## config.mk

```make
export PLATFORM = sky130hd
export DESIGN_NAME = tff_count_ctrl
export DESIGN_NICKNAME = d
export VERILOG_FILES = /design/src/rtl/tff_count_ctrl.sv
export SDC_FILE = /design/constraint.sdc
export NUM_CORES = 1
export LEC_CHECK = 0
export BUFFER_PORTS_ARGS = -buffer_cell sky130_fd_sc_hd__buf_2
export CELL_PAD_IN_SITES_DETAIL_PLACEMENT = 1
export CELL_PAD_IN_SITES_GLOBAL_PLACEMENT = 1
export CORE_MARGIN = 2
export CORE_UTILIZATION = 38
export CTS_CLUSTER_SIZE = 20
export DETAILED_ROUTE_END_ITERATION = 10
export PLACE_DENSITY = 0.79
export SETUP_SLACK_MARGIN = 0.1
export SLEW_MARGIN = 40
export SYNTH_ARGS = -nofsm -noshare
export SYNTH_HDL_FRONTEND = slang
export SYNTH_SLANG_ARGS = --single-unit
export TNS_END_PERCENT = 5
```

## constraint.sdc

```tcl
create_clock -name clk_i -period 5.25 [get_ports clk_i]
set_clock_uncertainty 0.2 [all_clocks]
set_input_delay 1.05 -clock clk_i [delete_from_list [all_inputs] [get_ports clk_i]]
set_output_delay 1.05 -clock clk_i [all_outputs]
set_load 0.03 [all_outputs]
```

## src/rtl/tff_count_ctrl.sv

```systemverilog
// tff_count_ctrl: sequencing controller that turns a bank of N T flip-flops
// into a programmable modulo-M counter with start/stop, enable, one-shot mode
// and a terminal-count pulse. The bank holds the count; this block only
// computes the per-bit toggles from the fed-back q values.
// Optional feature macro: TFF_CTRL_DOWN_EN (adds down counting via dir_i).
module tff_count_ctrl #(
  parameter int N = 4
) (
  input  logic         clk_i,
  input  logic         rst_i,
  input  logic         start_i,
  input  logic         stop_i,
  input  logic         en_i,
  input  logic         oneshot_i,
  input  logic         dir_i,
  input  logic [N-1:0] mod_val_i,
  input  logic [N-1:0] q_fb_i,
  output logic [N-1:0] t_out_o,
  output logic         busy_o,
  output logic         done_o,
  output logic         tc_o
);

  typedef enum logic [1:0] {IDLE, CLEAR, RUN, DONE} state_t;

  localparam logic [N-1:0] ONE = {{(N-1){1'b0}}, 1'b1};

  state_t       state_q;
  logic [N-1:0] m_q;
  logic         os_q;
  logic         busy_q;
  logic         done_q;
  logic         tc_q;

  logic [N-1:0] cnt_d;
  logic [N-1:0] m_last;
  logic         in_rng;
  logic         wrap;
  logic         step;

`ifdef TFF_CTRL_DOWN_EN
  logic         dir_q;
`else
  logic         unused_dir;
  assign unused_dir = dir_i;
`endif

  // M=0 encodes 2^N: M-1 then wraps to all ones and every q is in range.
  assign m_last = m_q - ONE;
  assign in_rng = (m_q == '0) || (q_fb_i < m_q);
  assign step   = (state_q == RUN) && !stop_i && en_i;

  // Next count value the bank must hold, plus wrap detection.
  // Out-of-range counts are forced back to 0 without flagging a wrap.
  always_comb begin
    cnt_d = '0;
    wrap  = 1'b0;
    if (in_rng) begin
`ifdef TFF_CTRL_DOWN_EN
      if (dir_q) begin
        if (q_fb_i == '0) begin
          cnt_d = m_last;
          wrap  = 1'b1;
        end else begin
          cnt_d = q_fb_i - ONE;
        end
      end else begin
        if (q_fb_i == m_last) wrap  = 1'b1;
        else                  cnt_d = q_fb_i + ONE;
      end
`else
      if (q_fb_i == m_last) wrap  = 1'b1;
      else                  cnt_d = q_fb_i + ONE;
`endif
    end
  end

  // Toggle mask: flip exactly the bits that differ from the target value.
  always_comb begin
    t_out_o = '0;
    if (state_q == CLEAR) t_out_o = q_fb_i;
    else if (step)        t_out_o = q_fb_i ^ cnt_d;
  end

  // Control FSM with registered status outputs.
  always_ff @(posedge clk_i) begin
    if (rst_i) begin
      state_q <= IDLE;
      m_q     <= '0;
      os_q    <= 1'b0;
`ifdef TFF_CTRL_DOWN_EN
      dir_q   <= 1'b0;
`endif
      busy_q  <= 1'b0;
      done_q  <= 1'b0;
      tc_q    <= 1'b0;
    end else begin
      tc_q <= 1'b0;
      case (state_q)
        IDLE, DONE: begin
          if (start_i) begin
            state_q <= CLEAR;
            m_q     <= mod_val_i;
            os_q    <= oneshot_i;
`ifdef TFF_CTRL_DOWN_EN
            dir_q   <= dir_i;
`endif
            busy_q  <= 1'b1;
            done_q  <= 1'b0;
          end
        end
        CLEAR: state_q <= RUN;
        RUN: begin
          if (stop_i) begin
            state_q <= IDLE;
            busy_q  <= 1'b0;
          end else if (en_i && wrap) begin
            tc_q <= 1'b1;
            if (os_q) begin
              state_q <= DONE;
              busy_q  <= 1'b0;
              done_q  <= 1'b1;
            end
          end
        end
        default: state_q <= IDLE;
      endcase
    end
  end

  assign busy_o = busy_q;
  assign done_o = done_q;
  assign tc_o   = tc_q;

endmodule
```

==> flow_metrics.env <==
export IMPL_grt_overflow=0
export IMPL_antenna_found_initial=0
export IMPL_hold_violations=0
export IMPL_finalPower_mw=0.308
export IMPL_crit_arrival_ns=2.88
export IMPL_initialDrtViolationCount=3
export IMPL_htreeDepth=1
export IMPL_layout_nets=135
export IMPL_fin_crit_ns=4.13
export IMPL_dieArea_um2=2250
export IMPL_cpMostUsedCell="buf_2"
export IMPL_yosysUniqueCellTypes=31
export IMPL_worst_pin_slew_ns=0.401
export IMPL_pwr_share_clk_pct=23.5
export IMPL_final_antenna_net_count=0
export IMPL_die_w_um=47.4
export IMPL_cts_buffers=3
export IMPL_path_max_fanout=6
export IMPL_initial_utilization_pct=41.1
export IMPL_track_usage_pct=18.4
export IMPL_dieHeight_um=47.4
export IMPL_dp_hpwl_um=1450
export IMPL_slew_headroom_pct=73.2
export IMPL_synth_area_um2=717
export IMPL_setup_viol=0
export IMPL_pwr_share_comb_pct=45.1
export IMPL_core_area_um2=1750
export IMPL_slowest_delay_ns=0.56
export IMPL_holdBufCountCts=0
export IMPL_yosysWarnings=0
export IMPL_power_density_nw_per_um2=351
export IMPL_setup_tns_ns=0
export IMPL_drc=0
export IMPL_seq_area_frac_synth_pct=27.9
export IMPL_power_frac_seq_pct=31.4
export IMPL_grt_pass1_wl_um=2920
export IMPL_cellInternalPower_mw=0.183
export IMPL_final_cell_mix="20 x buf_2, 10 x dfxtp_1, 9 x inv_1, 9 x a21oi_1"
export IMPL_post_cts_resized=0
export IMPL_dr_pass1_iters=4
export IMPL_holdCritPathClass="flip-flop to flip-flop"
export IMPL_clkTransAtPathRegs_ns=0.07
export IMPL_cts_buffer_depth=2
export IMPL_portBuffers=20
export IMPL_outcome="complete, no violations"
export IMPL_crit_chain="buf_2 > inv_1 > ha_1 > or4_4 > nor2b_1 > o21ai_0 > a32o_1 > buf_2"
export IMPL_grt_pass1_vias=684
export IMPL_yosys_area_top_type="dfxtp_1"
export IMPL_wl_um=1770
export IMPL_place_congestion=0.782
export IMPL_slowest_stage="or4_4"
export IMPL_required_ns=4.00
export IMPL_rows=15
export IMPL_syn_nets=112
export IMPL_numClockSinks=10
export IMPL_switching_share_pct=40.6
export IMPL_min_period_over_period_pct=78.7
export IMPL_endpoint_kind="primary output"
export IMPL_p_leak_nw=0.366
export IMPL_grt_max_degree=12
export IMPL_via_per_inst=5.29
export IMPL_cts_tree="done"
export IMPL_synth_top_area_share_pct=27.9
export IMPL_post_drt_wl_per_cell_um=13.0
export IMPL_start_kind="input port"
export IMPL_drive_gt1_share_pct=24.3
export IMPL_worstPathBufferInverterCount=3
export IMPL_cts_root_buf="clkbuf_4"
export IMPL_antennaDiodeCount=0
export IMPL_synthCells=89
export IMPL_fmax_mhz=242
export IMPL_crit_family="simple AND/OR/NAND/NOR gates"
export IMPL_syn_avg_cell_area_um2=8.06
export IMPL_drv_slew=0
export IMPL_drv_cap=0
export IMPL_synth_seq_cells=10
export IMPL_crit_type="input port to primary output"
export IMPL_worstSkewPairLatency_ns=0.27
export IMPL_layout_commonest_cell="buf_2"
export IMPL_post_cts_buffers=0
export IMPL_rsz0062_at_grt="no"
export IMPL_p_sw_mw=0.125
export IMPL_num_vias=719
export IMPL_ios=22
export IMPL_vdd_ir_drop_max_mv=0.152
export IMPL_syn_to_final_growth_pct=22.3
export IMPL_synthTopCellsByArea="dfxtp_1 28%, ha_1 14%, a21oi_1 6.3%"
[logic make-up after synthesis]
kind of cell	count (synthesis)	share of synthesized area, %
adder cells (fa/ha/maj)	8	14.0
buffers and inverters	11	5.76
AND/OR/NAND/NOR	33	26.5
AO/OA/AOI/OAI	22	19.7
XOR/XNOR	5	6.11
flip-flops	10	27.9
[Yosys cell counts]
library cell	n
dfxtp_1	10
a21oi_1	9
inv_1	9
ha_1	8
nand2_1	8
nand3_1	6
xnor2_1	5
nor2b_1	4
a31oi_1	3
a32o_1	2
nor2_1	2
nor3_1	2
o211ai_1	2
o21ai_0	2
a211o_1	1
a311oi_1	1
a32oi_1	1
and3_1	1
buf_1	1
clkbuf_1	1
nand2b_1	1
nand3b_1	1
nand4_1	1
nor3_2	1
nor3b_1	1
nor4_1	1
o22ai_1	1
or3_1	1
or3_4	1
or3b_1	1
or4_4	1
[power by group through the flow]
stage / combinational (mW) / sequential [mW] / clock (mW)
2_1_floorplan: 0.102 / 0.100 / 0
3_3_place_gp: 0.135 / 0.0973 / 0
3_5_place_dp: 0.141 / 0.0986 / 0
4_1_cts: 0.141 / 0.0968 / 0.0738
5_1_grt: 0.156 / 0.0988 / 0.0776
6_report: 0.139 / 0.0967 / 0.0724
[worst reg2reg max path: stages, from the launching register on]
cell,delay (ns)
dfxtp_1,0.40
inv_1,0.06
ha_1,0.22
xnor2_1,0.14
xnor2_1,0.14
or4_4,0.51
or3_4,0.41
or3b_1,0.37
a31oi_1,0.15
[layout make-up]
| cell class | count | area (um^2) |
|---|---|---|
| clock buffer | 4 | 36.3 |
| sequential | 10 | 200 |
| timing repair buffer | 20 | 100 |
| multi-input combinational | 68 | 475 |
| inverter | 9 | 33.8 |
| fill | 240 | 868 |
| tap | 25 | 31.3 |
[final timing paths]
path,startpoint,endpoint,slack (ns),cells past startpoint
setup reg to reg,m_q[0],state_q[1],2.57,8
hold / removal,os_q,os_q,0.29,2
setup / recovery,q_fb_i[0],t_out_o[2],1.12,8
hold reg to reg,os_q,os_q,0.29,2
[layer usage]
metal / share of wire (%) / global-route usage (%) / wire length [um] / vias up
li1: - / - / - / 367
met1: 46 / 22.9 / 809 / 332
met2: 50 / 32.4 / 887 / 18
met3: 3.4 / 2.26 / 60 / 2
met4: 0.62 / 6.67 / 11 / 0
met5: 0 / 0 / 0 / -
[flip-flops by register name, indices dropped and copies added, names as in the netlist]
register and flops:
m_q 4, busy_o 1, tc_o 1, os_q 1
state_q 2, done_o 1
[through the flow]
step                      std cells  hold WS (ns)  setup slack [ns]  instance area [um^2]  util [%]
after global routing            136         0.324              1.02                   877      50.3
final                           136         0.291              1.12                   877      50.3
after floorplan                  89         0.250              1.34                   717         -
after CTS                       136         0.290              1.10                   877      50.3
after detailed placement        132         0.279              1.11                   841      48.2
after global placement          132         0.271              1.15                   841      48.2
No activity file was read; power rests on OpenSTA's default activity.
